<file path="src/rtl/control_sequencer.sv">
// Moore control sequencer for the bus-based CPU datapath: instruction fetch,
// per-opcode T-step strobes, memory wait stretching, pause and halt handling.
module control_sequencer #(
    parameter int MEM_WAIT = 1
) (
    input  logic       clk,
    input  logic       clr,
    input  logic [4:0] ir_opcode,
    input  logic       con_ff,
    input  logic       stop,
    output logic       run,
    output logic       illegal_op,
    output logic [3:0] step,
    output logic       PCout, IncPC, PCin, MARin, MDRin, MDRout, Read, ramWE, IRin,
    output logic       Yin, ZLowIn, ZHighIn, ZLowout, ZHighout, HIin, HIout, LOin, LOout,
    output logic       Gra, Grb, Grc, R_in, R_out, BAout, Cout, CONin, InPortout, OutPortIn,
    output logic       link_in
);

    typedef enum logic [3:0] {
        S_T0 = 4'd0, S_T1 = 4'd1, S_T2 = 4'd2, S_T3 = 4'd3,
        S_T4 = 4'd4, S_T5 = 4'd5, S_T6 = 4'd6, S_T7 = 4'd7,
        S_WAIT = 4'd8, S_PAUSE = 4'd9, S_HALT = 4'd10, S_RESET = 4'd15
    } state_t;

    localparam logic [4:0] OP_LD = 5'd0, OP_LDI = 5'd1, OP_ST = 5'd2;
    localparam logic [4:0] OP_MUL = 5'd15, OP_DIV = 5'd16, OP_NEG = 5'd17, OP_NOT = 5'd18;
    localparam logic [4:0] OP_BR = 5'd19, OP_JR = 5'd20, OP_JAL = 5'd21, OP_IN = 5'd22;
    localparam logic [4:0] OP_OUT = 5'd23, OP_MFHI = 5'd24, OP_MFLO = 5'd25;
    localparam logic [4:0] OP_NOP = 5'd26, OP_HALT = 5'd27;
    localparam logic [1:0] WAIT_LOAD = (MEM_WAIT > 0) ? 2'(MEM_WAIT - 1) : 2'd0;

    state_t     r_state, w_next, w_adv;
    logic [1:0] r_wait_cnt;
    logic [2:0] r_wait_step;
    logic [2:0] w_step;
    logic       w_active, w_last;

    function automatic logic [2:0] last_step(input logic [4:0] op);
        if (op == OP_LD || op == OP_ST)                 return 3'd7;
        else if (op == OP_LDI || (op >= 5'd3 && op <= 5'd14)) return 3'd5;
        else if (op == OP_MUL || op == OP_DIV || op == OP_BR) return 3'd6;
        else if (op == OP_NEG || op == OP_NOT || op == OP_JAL) return 3'd4;
        else                                            return 3'd3;
    endfunction

    // Steps that touch RAM and get stretched by the wait counter.
    function automatic logic needs_wait(input logic [2:0] t, input logic [4:0] op);
        return (t == 3'd1) || (t == 3'd6 && op == OP_LD) || (t == 3'd7 && op == OP_ST);
    endfunction

    // While waiting, everything decodes as the step that owns the wait.
    assign w_step   = (r_state == S_WAIT) ? r_wait_step : r_state[2:0];
    assign w_active = (r_state != S_RESET) && (r_state != S_PAUSE) && (r_state != S_HALT);
    assign w_last   = (w_step == last_step(ir_opcode));
    assign w_adv    = w_last ? (stop ? S_PAUSE : S_T0) : state_t'({1'b0, w_step + 3'd1});

    always_ff @(posedge clk) begin
        if (clr) begin
            r_state     <= S_RESET;
            r_wait_cnt  <= 2'd0;
            r_wait_step <= 3'd0;
        end else begin
            r_state <= w_next;
            if (w_next == S_WAIT && r_state != S_WAIT) begin
                r_wait_cnt  <= WAIT_LOAD;
                r_wait_step <= r_state[2:0];
            end else if (r_state == S_WAIT && r_wait_cnt != 2'd0) begin
                r_wait_cnt <= r_wait_cnt - 2'd1;
            end
        end
    end

    always_comb begin
        w_next = r_state;
        case (r_state)
            S_RESET: w_next = S_T0;
            S_HALT:  w_next = S_HALT;
            S_PAUSE: if (!stop) w_next = S_T0;
            S_WAIT:  if (r_wait_cnt == 2'd0) w_next = w_adv;
            S_T0, S_T1, S_T2, S_T3, S_T4, S_T5, S_T6, S_T7: begin
                if (r_state == S_T3 && ir_opcode == OP_HALT)
                    w_next = S_HALT;
                else if (MEM_WAIT > 0 && needs_wait(r_state[2:0], ir_opcode))
                    w_next = S_WAIT;
                else
                    w_next = w_adv;
            end
            default: w_next = S_RESET;
        endcase
    end

    always_comb begin
        {PCout, IncPC, PCin, MARin, MDRin, MDRout, Read, ramWE, IRin, Yin} = '0;
        {ZLowIn, ZHighIn, ZLowout, ZHighout, HIin, HIout, LOin, LOout} = '0;
        {Gra, Grb, Grc, R_in, R_out, BAout, Cout, CONin, InPortout, OutPortIn, link_in} = '0;
        illegal_op = 1'b0;
        run        = w_active;
        step       = w_active ? {1'b0, w_step} : 4'hF;
        if (w_active) begin
            case (w_step)
                3'd0: begin PCout = 1'b1; MARin = 1'b1; IncPC = 1'b1; end
                3'd1: begin Read = 1'b1; MDRin = 1'b1; end
                3'd2: begin MDRout = 1'b1; IRin = 1'b1; end
                default: begin
                    case (ir_opcode) inside
                        OP_LD, OP_LDI, OP_ST: case (w_step)
                            3'd3: begin Grb = 1'b1; BAout = 1'b1; Yin = 1'b1; end
                            3'd4: begin Cout = 1'b1; ZLowIn = 1'b1; end
                            3'd5: if (ir_opcode == OP_LDI) begin ZLowout = 1'b1; Gra = 1'b1; R_in = 1'b1; end
                                  else begin ZLowout = 1'b1; MARin = 1'b1; end
                            3'd6: if (ir_opcode == OP_LD) begin Read = 1'b1; MDRin = 1'b1; end
                                  else if (ir_opcode == OP_ST) begin Gra = 1'b1; R_out = 1'b1; MDRin = 1'b1; end
                            3'd7: if (ir_opcode == OP_LD) begin MDRout = 1'b1; Gra = 1'b1; R_in = 1'b1; end
                                  else if (ir_opcode == OP_ST) ramWE = 1'b1;
                            default: ;
                        endcase
                        [5'd3:5'd14]: case (w_step)
                            3'd3: begin Grb = 1'b1; R_out = 1'b1; Yin = 1'b1; end
                            3'd4: if (ir_opcode <= 5'd11) begin Grc = 1'b1; R_out = 1'b1; ZLowIn = 1'b1; end
                                  else begin Cout = 1'b1; ZLowIn = 1'b1; end
                            3'd5: begin ZLowout = 1'b1; Gra = 1'b1; R_in = 1'b1; end
                            default: ;
                        endcase
                        OP_MUL, OP_DIV: case (w_step)
                            3'd3: begin Gra = 1'b1; R_out = 1'b1; Yin = 1'b1; end
                            3'd4: begin Grb = 1'b1; R_out = 1'b1; ZLowIn = 1'b1; ZHighIn = 1'b1; end
                            3'd5: begin ZLowout = 1'b1; LOin = 1'b1; end
                            3'd6: begin ZHighout = 1'b1; HIin = 1'b1; end
                            default: ;
                        endcase
                        OP_NEG, OP_NOT: case (w_step)
                            3'd3: begin Grb = 1'b1; R_out = 1'b1; ZLowIn = 1'b1; end
                            3'd4: begin ZLowout = 1'b1; Gra = 1'b1; R_in = 1'b1; end
                            default: ;
                        endcase
                        OP_BR: case (w_step)
                            3'd3: begin Gra = 1'b1; R_out = 1'b1; CONin = 1'b1; end
                            3'd4: begin PCout = 1'b1; Yin = 1'b1; end
                            3'd5: begin Cout = 1'b1; ZLowIn = 1'b1; end
                            3'd6: if (con_ff) begin ZLowout = 1'b1; PCin = 1'b1; end
                            default: ;
                        endcase
                        OP_JR:   if (w_step == 3'd3) begin Gra = 1'b1; R_out = 1'b1; PCin = 1'b1; end
                        OP_JAL:  if (w_step == 3'd3) begin PCout = 1'b1; link_in = 1'b1; end
                                 else if (w_step == 3'd4) begin Gra = 1'b1; R_out = 1'b1; PCin = 1'b1; end
                        OP_IN:   if (w_step == 3'd3) begin InPortout = 1'b1; Gra = 1'b1; R_in = 1'b1; end
                        OP_OUT:  if (w_step == 3'd3) begin Gra = 1'b1; R_out = 1'b1; OutPortIn = 1'b1; end
                        OP_MFHI: if (w_step == 3'd3) begin HIout = 1'b1; Gra = 1'b1; R_in = 1'b1; end
                        OP_MFLO: if (w_step == 3'd3) begin LOout = 1'b1; Gra = 1'b1; R_in = 1'b1; end
                        OP_NOP, OP_HALT: ;
                        default: if (w_step == 3'd3) illegal_op = 1'b1;
                    endcase
                end
            endcase
        end
    end

endmodule

</file>
<file path="config.mk">
export PLATFORM = sky130hd
export DESIGN_NAME = control_sequencer
export DESIGN_NICKNAME = d
export VERILOG_FILES = /design/src/rtl/control_sequencer.sv
export SDC_FILE = /design/constraint.sdc
export NUM_CORES = 1
export LEC_CHECK = 0
export ABC_AREA = 0
export CAP_MARGIN = 15
export CORE_MARGIN = 5
export CORE_UTILIZATION = 25
export CTS_CLUSTER_DIAMETER = 120
export DETAILED_ROUTE_END_ITERATION = 16
export SKIP_LAST_GASP = 1
export SLEW_MARGIN = 20
export SYNTH_ARGS = -nofsm -noshare
export SYNTH_HDL_FRONTEND = slang
export SYNTH_SLANG_ARGS = --single-unit
</file>
<file path="constraint.sdc">
create_clock -name clk -period 6.7 [get_ports clk]
set_input_delay 1.675 -clock clk [delete_from_list [all_inputs] [get_ports clk]]
set_output_delay 1.675 -clock clk [all_outputs]
set_load 0.01 [all_outputs]
</file>
Yosys cells after proc, flatten, opt, wreduce, memory -nomap -nowiden
Index checks and enable logic that the tools add are counted.
{"block": "word_totals", "regBits": 9, "word_cells": 320, "out_inout_bits": 35, "inputBits": 9}
{"block": "classes", "reduce_logical": 32, "mux": 238, "n_addsub": 2, "n_eq_ne": 42, "order_cmp": 3}
{"operator": "2-to-1 mux 1 bit", "n": 217}
{"operator": "== test 5 bit (second input constant)", "n": 12}
{"operator": "2-to-1 mux 4 bit", "n": 7}
{"operator": "== test 4 bit (second input constant)", "n": 5}
{"operator": "case mux 4 bit (5 select lines)", "n": 1}
{"operator": "== test 3 bit (second input constant)", "n": 6}
{"operator": "== test 4 x 3 -> 1 bit (second input constant)", "n": 4}
{"operator": "!= test 4 bit (second input constant)", "n": 4}
{"operator": "OR reduction 2 bit", "n": 8}
{"operator": "2-to-1 mux 3 bit", "n": 5}
{"operator": "case mux 1 bit (2 select lines)", "n": 7}
{"operator": "<= comparator 5 x 4 -> 1 bit (second input constant)", "n": 2}
{"operator": "== test 4 x 2 -> 1 bit (second input constant)", "n": 2}
{"operator": "logical AND 1 bit", "n": 8}
{"operator": "logical OR 1 bit", "n": 8}
{"operator": "OR reduction 8 bit", "n": 1}
{"operator": "== test 3 x 1 -> 1 bit (second input constant)", "n": 2}
{"operator": "== test 3 x 2 -> 1 bit (second input constant)", "n": 2}
{"operator": "OR reduction 3 bit", "n": 2}
{"operator": "== test 5 x 1 -> 1 bit (second input constant)", "n": 1}
{"operator": "== test 5 x 2 -> 1 bit (second input constant)", "n": 1}
{"operator": "== test 5 x 4 -> 1 bit (second input constant)", "n": 1}
{"operator": ">= comparator 5 x 2 -> 1 bit (second input constant)", "n": 1}
{"operator": "logical NOT 5 bit", "n": 1}
{"operator": "other kinds (9)", "n": 9}

Longest topological paths before layout
{"block": "depth", "depth_word": 18, "depth_mapped": 12}

Worst setup path after synthesis
OpenSTA, ideal clock, no wires.
{"block": "synth_timing", "kind": "input -> output", "startpoint": "in ir_opcode[3]", "endpoint": "out R_out", "slack_ns": 1.785, "cell_stages": 6, "arrival_ns": 3.240, "cell_sequence": "buf_2 or2_2 clkbuf_1 o21ai_0 a21oi_1 a2111oi_0"}
{"block": "synth_between", "elab_chain_len": 12, "elab_cells_between_ends": 35, "cone_classes": "order compare: 3; eq/ne: 11; mux: 16; reduce/logical: 5"}
{"item": "start, declared", "line": "8", "source": "input logic [4:0] ir_opcode,"}
{"item": "== test 5 bit (no line)"}
{"item": "2-to-1 mux 1 bit (8 in a row)", "line": "106", "source": "case (ir_opcode) inside"}
{"item": "2-to-1 mux 1 bit (*)", "line": "106"}
{"item": "2-to-1 mux 1 bit (*)", "line": "101", "source": "case (w_step)"}
{"item": "2-to-1 mux 1 bit (*)", "line": "100", "source": "if (w_active) begin"}
{"item": "end, declared", "line": "16", "source": "output logic Gra, Grb, Grc, R_in, R_out, BAout, Cout, CONin, InPortout, OutPortIn,"}
Every way passes the cells marked *; elsewhere a longest branch is shown, timed or not.

Final worst setup path
{"block": "layout_timing", "startpoint": "in ir_opcode[3]", "endpoint": "out Gra"}
{"block": "layout_between", "elab_chain_len": 14, "elab_cells_between_ends": 38, "cone_classes": "order compare: 2; eq/ne: 13; mux: 18; reduce/logical: 5"}
{"item": "== test 5 bit (no line)"}
{"item": "2-to-1 mux 1 bit (10 in a row)", "line": "106"}
{"item": "2-to-1 mux 1 bit (*)", "line": "106"}
{"item": "2-to-1 mux 1 bit (*)", "line": "101"}
{"item": "2-to-1 mux 1 bit (*)", "line": "100"}
{"item": "end, declared", "line": "16"}
Marks and branches as above.

==> metrics.cfg <==
[setup_path]
worst_path_max_delay_cell = clkdlybuf4s50_1
crit_top_cell = clkdlybuf4s50_1
cp.arrival_ps = 4450
cp_max_fo = 14
r2r_cells = 10
r2r_slack_ps = 3970
crit_chain = clkdlybuf4s50_1 > nand2_1 > nor3_2 > a21o_1 > a32o_1 > a2111oi_0 > o21a_1 > clkdlybuf4s50_1
cp-start-kind = primary input
r2r_start = r_state[2]
worst_setup_path_end_kind = output port
worstSetupPathType = primary input to output port
r2r_end = r_wait_step[2]
max_stage_delay_ps = 680
required_ps = 5030

[cts]
cts_resized = 0
root_buffer = clkbuf_8
cts_tree = done
ctsHoldBuffers = 0
clockBufferDepth = 2
htree_levels = 1
clock_latency_ps = 240
cts_num_sinks = 9
path_clk_slew_ps = 40
post_cts_buffers = 0
cts_buffers = 3

[finish]
final_cell_area_um2 = 2230
diodes = 0
postLayoutCoreUtil_pct = 33.0
synthToLayoutAreaGrowth_pct = 28.9
final_nets = 306
drive_gt1_share_pct = 7.96

[logic_synthesis]
synth-edff-count = 0
synth_cell_types = 62
yosys_warnings = 0
ys_seq_area_share_pct = 10.4
synthTopCellsByArea = dfxtp_1, a21oi_1, nand2_1
ys_async_sr_fraction_pct = 0
synth_ff_type = dfxtp_1
synth_common_cells = nand2_1, nor2_1, a21oi_1
synth_fp_nets = 276
ys_ff_latch = 9
synth_cells = 260
synth_top_area_cell = dfxtp_1
netlist_area_um2 = 1730
syn_avg_cell_area_um2 = 6.66
yosysTopAreaCellShare_pct = 10.4

[placed_design]
place_area_um2 = 2180
gp_congestion = 0.976
io_buffer_count = 43
dpl_worst_slack_ps = 608
place_hpwl_um = 4460

[floorplanning]
io_pins = 44
die_x_um = 93.2
core_um2 = 6760
rows = 30
die_height_um = 93.2
die-area_um2 = 8690
start_util_pct = 25.6

[power]
p_int_uw = 339
power.switching_uw = 392
switching_share_pct = 53.6
p_leak_uw = 0.000774
p_clk_share_pct = 8.6
combinationalPowerShare_pct = 75.1
seq_power_share_pct = 16.3
ir_worst_vdd_mv = 0.171
power.density_nw_per_um2 = 328

[sta]
fin_setup_tns_ps = 0
hold_ws_ps = 497
min_period_over_period_pct = 91.4
max_freq_mhz = 163
setup_viol = 0
maxSlewViolCount = 0
setup_ws_ps = 579
slew_headroom_pct = 55.5
rsz0062_at_grt = false
fin_crit_ps = 6120
finalClockSkew_ps = 6.14
finalHoldViolations = 0
tightest_slew_ps = 663

[min_path]
hold_class = flip-flop to flip-flop
min_to = r_wait_step[1]
hold_depth = 2
min-delay-start = r_wait_step[1]

[global_route]
gr-total-overflow = 0
grt_pass1_vias = 1934
grt_usage_pct = 12.9
grt_max_degree = 21
grt_pass1_wl_um = 9450
antenna_found_initial = 0

[detailed_routing]
wl_per_cell_um = 15.5
ant_nets = 0
vias = 2081
drtPass1Iterations = 4
drtIter0Drc = 139
drc = 0
via_per_inst = 5.64
routed_wl_um = 5720

[job]
cap_violations = 0

[status]
status = complete, no violations

[critical path: cells and delay by family]
family | cells | cell delay (ps)
buffers and inverters | 2 | 1210
AOI/OAI and AO/OA | 4 | 1090
and+or+nand+nor | 2 | 470
[layout by cell type, fill, tap and decap left out, types with 7 or more instances in the layout]
cell type | netlist | final
clkdlybuf4s50_1 | 0 | 43
nor2_1 | 26 | 26
nand2_1 | 26 | 26
a21oi_1 | 21 | 21
o21ai_0 | 19 | 19
inv_1 | 10 | 10
nand2b_1 | 10 | 10
dfxtp_1 | 9 | 9
nor3_1 | 8 | 8
nand3_1 | 8 | 8
and2_1 | 7 | 7
ha_1 | 7 | 7
[power groups by stage]
stage | clock network (uW) | registers [uW] | logic [uW]
detailed placement | 0 | 118 | 541
floorplan | 0 | 83.7 | 410
finish | 63.0 | 119 | 548
global placement | 0 | 117 | 543
CTS | 65.6 | 117 | 544
global route | 71.2 | 124 | 602
[routing by layer]
layer | vias up | wire length, um | track usage [%]
met5 | - | 0 | 0
met4 | 0 | 57 | 2.32
met3 | 6 | 466 | 2.98
met2 | 96 | 2500 | 20.5
met1 | 963 | 2690 | 17.9
li1 | 1016 | - | -
[area by class of cell]
type	count	area (um^2)
Inverter	11	41.3
Tap cell	80	100
Sequential cell	9	180
Fill cell	730	4530
Multi-Input combinational cell	217	1400
Clock buffer	4	45.0
Timing Repair Buffer	48	468
[worst max-delay path by stage]
stage	from	endpoint	depth (start not counted)
2_1_floorplan	ir_opcode[3]	R_out	6
3_3_place_gp	ir_opcode[3]	R_out	6
3_5_place_dp	ir_opcode[3]	Gra	8
4_1_cts	ir_opcode[3]	Gra	8
5_1_grt	ir_opcode[3]	R_out	6
6_report	ir_opcode[3]	Gra	8
[kinds of logic (layout without fill, tap and decap cells)]
logic type | count (synthesis) | in the layout | share of synthesized area [%]
AOI/OAI and AO/OA | 90 | 90 | 36.7
xor gates and xnor gates | 5 | 5 | 2.53
adders and majority gates | 7 | 7 | 5.06
buffers and inverters | 34 | 63 | 9.33
DFF | 9 | 9 | 10.4
muxes | 1 | 1 | 0.578
and+or+nand+nor | 114 | 114 | 35.4
[flip-flops by register name (all words and copies together) (netlist names)]
signal / flops
r_state: 4
r_wait_cnt: 2
r_wait_step: 3
[metrics by stage]
step                      std cells  power (uW)
after CTS                       369         727
after global routing            369         797
after floorplan                 260         493
after detailed placement        365         658
after global placement          365         660
final                           369         730
Note: power is estimated with default switching activity, not from simulation.
